[config.mk]
export PLATFORM = sky130hd
export DESIGN_NAME = pe_skew_feeder
export DESIGN_NICKNAME = d
export VERILOG_FILES = /design/src/rtl/pe_pkg.sv /design/src/rtl/pe_skew_feeder_skew_line.sv /design/src/rtl/pe_skew_feeder.sv
export SDC_FILE = /design/constraint.sdc
export NUM_CORES = 1
export LEC_CHECK = 0
export CORE_ASPECT_RATIO = 1.2
export CORE_MARGIN = 1.5
export CORE_UTILIZATION = 45
export CTS_BUF_LIST = sky130_fd_sc_hd__clkbuf_4
export CTS_CLUSTER_DIAMETER = 60
export DETAILED_ROUTE_END_ITERATION = 12
export PLACE_DENSITY = 0.73
export SETUP_SLACK_MARGIN = 0.2
export SYNTH_ARGS = -nofsm -noshare
export SYNTH_HDL_FRONTEND = slang
export SYNTH_SLANG_ARGS = --single-unit
[constraint.sdc]
create_clock -name clk -period 4.25 [get_ports clk]
set_clock_uncertainty 0.05 [all_clocks]
set_input_delay 0.6375 -clock clk [delete_from_list [all_inputs] [get_ports clk]]
set_output_delay 0.6375 -clock clk [all_outputs]
set_load 0.05 [all_outputs]
[src/rtl/pe_pkg.sv]
// Shared definitions for the PE array feeder: data/accumulator widths and
// the feeder FSM state encoding.
package pe_pkg;

  localparam int DATA_W = 8;
  localparam int ACC_W  = 32;

  typedef enum logic [1:0] {
    ST_IDLE   = 2'd0,
    ST_STREAM = 2'd1,
    ST_FLUSH  = 2'd2
  } pe_state_t;

  function automatic int max_int(input int a, input int b);
    return (a > b) ? a : b;
  endfunction

endpackage

[src/rtl/pe_skew_feeder_skew_line.sv]
// skew_line: fixed-depth per-lane delay line, cleared asynchronously.
// Pure shift register: data moves unchanged one stage per clock.
module skew_line
  import pe_pkg::*;
#(
  parameter int DEPTH = 1
) (
  input  logic              clk,
  input  logic              rstn,
  input  logic [DATA_W-1:0] d,
  output logic [DATA_W-1:0] q
);

  logic [DEPTH-1:0][DATA_W-1:0] sr;

  // shift one stage per cycle; stage 0 takes the new lane value
  always_ff @(posedge clk or negedge rstn) begin
    if (!rstn) begin
      sr <= '0;
    end else begin
      sr[0] <= d;
      for (int i = 1; i < DEPTH; i++) sr[i] <= sr[i-1];
    end
  end

  assign q = sr[DEPTH-1];

endmodule

[src/rtl/pe_skew_feeder.sv]
// pe_skew_feeder: accepts weight/activation beats and presents them to a
// systolic array with lane k delayed by k+1 cycles, then flushes the skew
// and signals fire/done. Optional beat counter: SKEW_FEEDER_BEAT_CNT_EN.
module pe_skew_feeder
  import pe_pkg::*;
#(
  parameter int rows = 16,
  parameter int cols = 16
) (
  input  logic                   clk,
  input  logic                   rstn,
  input  logic                   start,
  input  logic                   s_valid,
  output logic                   s_ready,
  input  logic                   s_last,
  input  logic [0:DATA_W*cols-1] s_w,
  input  logic [0:DATA_W*rows-1] s_a,
  output logic [0:DATA_W*cols-1] out_w_port,
  output logic [0:DATA_W*rows-1] out_a_port,
  output logic                   fire,
  output logic                   busy,
  output logic                   done
`ifdef SKEW_FEEDER_BEAT_CNT_EN
  ,
  output logic [15:0]            beat_cnt
`endif
);

  // Flush must cover the deepest lane so the last beat fully drains.
  localparam int MAXD = max_int(rows, cols);
  localparam int CW   = $clog2(MAXD + 1);

  pe_state_t state, state_nxt;
  logic [CW-1:0] fcnt, fcnt_nxt;
  logic accept, last_acc;
  logic [2:1] vld_pipe;

  logic [cols-1:0][DATA_W-1:0] w_q;
  logic [rows-1:0][DATA_W-1:0] a_q;

  assign s_ready  = (state == ST_STREAM);
  assign busy     = (state != ST_IDLE);
  assign accept   = s_valid && s_ready;
  assign last_acc = accept && s_last;

  // state and flush counter registers
  always_ff @(posedge clk or negedge rstn) begin
    if (!rstn) begin
      state <= ST_IDLE;
      fcnt  <= '0;
    end else begin
      state <= state_nxt;
      fcnt  <= fcnt_nxt;
    end
  end

  // next-state: stream until last beat, then count MAXD flush cycles
  always_comb begin
    state_nxt = state;
    fcnt_nxt  = fcnt;
    done      = 1'b0;
    case (state)
      ST_IDLE: begin
        if (start) begin
          state_nxt = ST_STREAM;
          fcnt_nxt  = '0;
        end
      end
      ST_STREAM: begin
        if (last_acc) begin
          state_nxt = ST_FLUSH;
          fcnt_nxt  = '0;
        end
      end
      ST_FLUSH: begin
        if (fcnt == CW'(MAXD - 1)) begin
          done      = 1'b1;
          state_nxt = ST_IDLE;
        end else begin
          fcnt_nxt = fcnt + 1'b1;
        end
      end
      default: state_nxt = ST_IDLE;
    endcase
  end

  // fire trails lane-0 data of the last beat by one cycle
  always_ff @(posedge clk or negedge rstn) begin
    if (!rstn) vld_pipe <= '0;
    else       vld_pipe <= {vld_pipe[1], last_acc};
  end

  assign fire = vld_pipe[2];

  // per-lane delay lines; non-accepted slots inject zero
  for (genvar k = 0; k < cols; k++) begin : g_w
    logic [DATA_W-1:0] w_in;
    assign w_in = accept ? s_w[DATA_W*k +: DATA_W] : '0;
    skew_line #(.DEPTH(k + 1)) u_w (
      .clk  (clk),
      .rstn (rstn),
      .d    (w_in),
      .q    (w_q[k])
    );
  end

  for (genvar k = 0; k < rows; k++) begin : g_a
    logic [DATA_W-1:0] a_in;
    assign a_in = accept ? s_a[DATA_W*k +: DATA_W] : '0;
    skew_line #(.DEPTH(k + 1)) u_a (
      .clk  (clk),
      .rstn (rstn),
      .d    (a_in),
      .q    (a_q[k])
    );
  end

  // map lane outputs back into the ascending-range port layout
  always_comb begin
    out_w_port = '0;
    out_a_port = '0;
    for (int k = 0; k < cols; k++) out_w_port[DATA_W*k +: DATA_W] = w_q[k];
    for (int k = 0; k < rows; k++) out_a_port[DATA_W*k +: DATA_W] = a_q[k];
  end

`ifdef SKEW_FEEDER_BEAT_CNT_EN
  // beats accepted this job; cleared on job start, saturating, held after done
  always_ff @(posedge clk or negedge rstn) begin
    if (!rstn)                               beat_cnt <= '0;
    else if (state == ST_IDLE && start)      beat_cnt <= '0;
    else if (accept && beat_cnt != 16'hFFFF) beat_cnt <= beat_cnt + 16'd1;
  end
`endif

endmodule
# Word level (Yosys, flattened, before mapping)
# Index checks and enable logic that the tools add are counted.
# totals
register_bits	2185
input_bits	261
output_inout_bits	260
elab_cells	332
# op_classes
add_sub_neg	1
eq_ne	7
muxes	42
reduce_logical	7
# ops
op	n
two-way mux 8 bit	32
two-way mux 5 bit	3
case mux 5 bit (3 select lines)	1
two-way mux 2 bit	3
inequality test 2 bit, second input constant	3
case mux 2 bit (3 select lines)	1
adder 5 x 1 -> 5 bit, second input constant	1
equality test 5 x 4 -> 1 bit, second input constant	1
AND reduction 4 bit	1
AND reduction 3 bit	1
nonzero test 3 bit	1
equality test 2 x 1 -> 1 bit, second input constant	1
equality test 2 bit, second input constant	1
logical AND 1 bit	2
zero test 2 bit	1
two-way mux 1 bit	2
inequality test 2 x 1 -> 1 bit, second input constant	1
nonzero test 2 bit	1

# Longest topological paths before layout
# logic_depth
ltp_word	5
mapped_depth	6
mapped_depth_nobuf	6

# Hierarchy
# From an unflattened synthesis, not the netlist that was laid out.
# hier_totals
cells_unflattened	2744
area_unflattened_um2	58499.9
# by_module_without_submodules
mod	instances	cells_per_inst	area_per_inst_um2	seq_area_each_um2
skew_line (g_a[15].u_a ...)	2	136	3263.1	3203.1
skew_line (g_a[14].u_a ...)	2	128	3062.9	3002.9
skew_line (g_a[13].u_a ...)	2	120	2862.7	2802.7
skew_line (g_a[12].u_a ...)	2	112	2662.6	2602.5
skew_line (g_a[11].u_a ...)	2	104	2462.4	2402.3
skew_line (g_a[10].u_a ...)	2	96	2262.2	2202.1
skew_line (g_a[9].u_a ...)	2	88	2062.0	2001.9
skew_line (g_a[8].u_a ...)	2	80	1861.8	1801.7
skew_line (g_a[7].u_a ...)	2	72	1661.6	1601.5
skew_line (g_a[6].u_a ...)	2	64	1461.4	1401.3
skew_line (g_a[5].u_a ...)	2	56	1261.2	1201.2
pe_skew_feeder	1	328	2245.9	225.2
skew_line (g_a[4].u_a ...)	2	48	1061.0	1001.0
skew_line (g_a[3].u_a ...)	2	40	860.8	800.8
3 more rows	--	--	--	--

# Worst setup path before layout
# No wires, ideal clock.
# synth_path
path_kind	register to output
startpoint	register fcnt[0]
endpoint	output port done
t_arrival_ps	1295
t_required_ps	3562
path_slack_ps	2267
path_stages_with_launch	5
n_path_buf	0
path_cell_list	dfrtp_1 > ha_1 > and3_1 > ha_1 > and3b_1
# synth_between
elab_chain_len	3
# synth_lines
item	line	text
start: declaration	pe_skew_feeder.sv:34	logic [CW-1:0] fcnt, fcnt_nxt;
start signal: assignment	pe_skew_feeder.sv:53	fcnt <= fcnt_nxt;
equality test 5 x 4 -> 1 bit	pe_skew_feeder.sv:76	if (fcnt == CW'(MAXD - 1)) begin
two-way mux 1 bit	pe_skew_feeder.sv:76	
two-way mux 1 bit	pe_skew_feeder.sv:62	case (state)
end: declaration	pe_skew_feeder.sv:22	output logic done
# No other way between the ends.

# Worst setup path after layout
# Ends and elaborated chain as after synthesis.

==> metrics.cfg <==
[layout]
drive_above_1_share=0.198
stdcell_count=5890
layout.nets=4107
synthToLayoutAreaGrowth_pct=26.2
n_fill_cell=9207
final_util=0.574

[synthesis]
syn_inst=2764
syn-num-nets=3027
ys_top_cells_by_area=dfrtp_1, buf_4, and3_1
syn_area_um2=58500
ys_seq_elements=2185
synth_top_area_cell=dfrtp_1
yosys_warnings=0
syn_area_per_cell_um2=21.2
ys_types=26
netlist.area_leader.share=0.934
seq_area_frac_synth=0.934

[sta]
slew_violations=0
hold_viol=0
max_slew.worst_pin.slew_ns=1.09
rsz0062_at_grt=false
relSlewSlack=0.272
fmax_ghz=0.272
setup_tns_ns=0
post-route-period-util=0.865
layout_setup_ws_ns=0.572
layout_min_cycle_time_ns=3.68
setup_viol=0

[die]
initial_utilization=0.455
die-area_um2=132000
floorplan.rows=144
die_y_um=398
fp.coreArea_um2=129000
die_w_um=332
top_level_ports=521

[global_route]
grt_pass1_vias=29600
met3_usage=0.0743
antenna_found_initial=37
met2_usage=0.267
globalRoute.busiestLayer=met2
track_usage=0.164
grt_use_met1=0.184
grt_max_degree=257
grt.overflow.total=0
grt_pass1_wl_mm=165

[worst_setup_path]
cp_common_cell=ha_1
crit_family=buffers and inverters
crit_buf_inv=1
worstSetupStartpointType=flop
cp.required_ns=3.56
worst-path-max-fanout=3
worstSetupEndpointType=output pin
worstSetupPathType=flop to output pin
crit_chain=ha_1, and3_1, ha_1, and3b_1, dlygate4sd2_1
crit_arrival_ns=2.99
max_stage_delay_ns=0.56
cp_slowest_cell=dlygate4sd2_1

[route]
drcViolationCount=0
vias=25300
drtIter0Drc=1268
drtAntennaViolNets=0
routed_via_density=4.29
dr.pass1.iters=4
wirelength_mm=104
wl_per_cell_um=17.6

[clock_network]
cts_setup_buffers=0
root_buffer=clkbuf_4
clk_path_buf_depth=4
path_clk_slew_ns=0.08
clock_sinks=2185
cts_buffers=493
clkLatencyLatePin_ns=1.30
cts_tree=done
htreeDepth=5

[worst_hold_path]
hold_path.class=flop to flop

[power_and_ir_drop]
power.total_w=0.0461
peakVddDrop_v=0.000756
pwr_density_cell_nw_per_um2=624
p_leak_nw=38.5

[status]
status=completed

[placed_design]
gp_congestion=0.782
place_ws_ns=1.65
place_hpwl_mm=55.3
port_buffers=520
place_inst=4714

[flow_run]
cap_violations=0

## routing by layer
layer  up-vias  wire length, um
met2       859            53000
met1     13100            38300
li1      11000                -
met4        44             3590
met5         -              286
met3       274             8570
## timing repair
| item | in CTS | in global routing |
|---|---|---|
| hold buffers | 314 | 0 |
| hold endpoints to repair | 1753 | 0 |
| gates resized for setup | 1 | 0 |
| setup endpoints to repair | 1 | 0 |
## cell usage after synthesis
cell       instances
buf_2              3
and2b_1            1
nand3_1            1
nand2_1            1
o211a_4            1
dfrtp_1         2185
ha_1               2
inv_1              3
o2bb2ai_1          1
and4b_1            1
clkbuf_1          53
or2_1              1
nor2_1             1
buf_4            240
buf_6              1
or3b_4             1
and3b_1            1
nor4bb_1           1
a311oi_1           1
nand4b_1           1
a211o_1            2
mux2_2             1
nor3_1             1
a22o_1             1
nor3b_1            2
and3_1           257
## stage by stage
step                      hold WS, ns  area [um^2]
after global placement          0.281        64500
after detailed placement        0.285        64500
after CTS                       0.183        73800
final                           0.190        73800
after floorplan                 0.281        58500
after global routing            0.202        73800
## area by class of cell
cell class / count / area, um^2 / share of cell area
Antenna cell: 21 / 52.6 / 0.000712
Clock buffer: 756 / 5680 / 0.0769
Clock inverter: 85 / 457 / 0.00619
Inverter: 3 / 11.3 / 0.000153
Multi-Input combinational cell: 279 / 1800 / 0.0244
Sequential cell: 2185 / 54700 / 0.741
Tap cell: 1679 / 2100 / 0.0285
Timing Repair Buffer: 882 / 9040 / 0.123
## sequential cells by signal, summed over array words and instances (netlist names)
register	flops
vld_pipe	2
g_w.u_w.q	128
state	2
g_a.u_a.sr	960
g_w.u_w.sr	960
fcnt	5
g_a.u_a.q	128
## path summary, 6_finish.rpt
check | from | to | cells after the start | slack, ns
setup / recovery | fcnt[0]$_DFFE_PN0P_ | done | 5 | 0.57
hold / removal | g_a[12].u_a.sr[4]$_DFF_PN0_ | g_a[12].u_a.sr[12]$_DFF_PN0_ | 0 | 0.19
setup reg to reg | state[1]$_DFFE_PN0P_ | g_w[5].u_w.sr[1]$_DFF_PN0_ | 4 | 1.73
hold reg to reg | g_a[12].u_a.sr[4]$_DFF_PN0_ | g_a[12].u_a.sr[12]$_DFF_PN0_ | 0 | 0.19
max in group asynchronous | rstn | g_a[12].u_a.sr[68]$_DFF_PN0_ | 4 | 2.61
min in group asynchronous | rstn | g_a[2].u_a.sr[3]$_DFF_PN0_ | 4 | 0.68
## cell families after synthesis
kind of cell / Yosys count / synth area share
adders and majority gates: 2 / 0.000428
AOI/OAI and AO/OA: 6 / 0.00105
and+or+nand+nor: 270 / 0.0291
buffers and inverters: 300 / 0.0348
DFF: 2185 / 0.934
muxes: 1 / 0.000192
## placed cells by master (no fill, tap or decap), types with 2 or more instances in the layout
| cell | netlist | routed |
|---|---|---|
| dlygate4sd3_1 | 0 | 313 |
| bufinv_16 | 0 | 4 |
| inv_1 | 3 | 3 |
| buf_12 | 0 | 24 |
| clkbuf_4 | 0 | 756 |
| clkinvlp_4 | 0 | 2 |
| clkinv_4 | 0 | 2 |
| dfrtp_1 | 2185 | 2185 |
| inv_2 | 0 | 3 |
| buf_16 | 0 | 2 |
| ha_1 | 2 | 2 |
| diode_2 | 0 | 21 |
| a211o_1 | 2 | 2 |
| clkinv_2 | 0 | 8 |
| and3_1 | 257 | 257 |
| clkinv_1 | 0 | 65 |
| nor3b_1 | 2 | 2 |
| clkdlybuf4s50_1 | 0 | 517 |
| buf_4 | 240 | 24 |
## power by group
part | internal [W] | switching [W]
logic | 0.00158 | 0.00312
clock network | 0.00826 | 0.00744
registers | 0.0245 | 0.00118
total | 0.0343 | 0.0117
(Power assumes the default switching activity.)
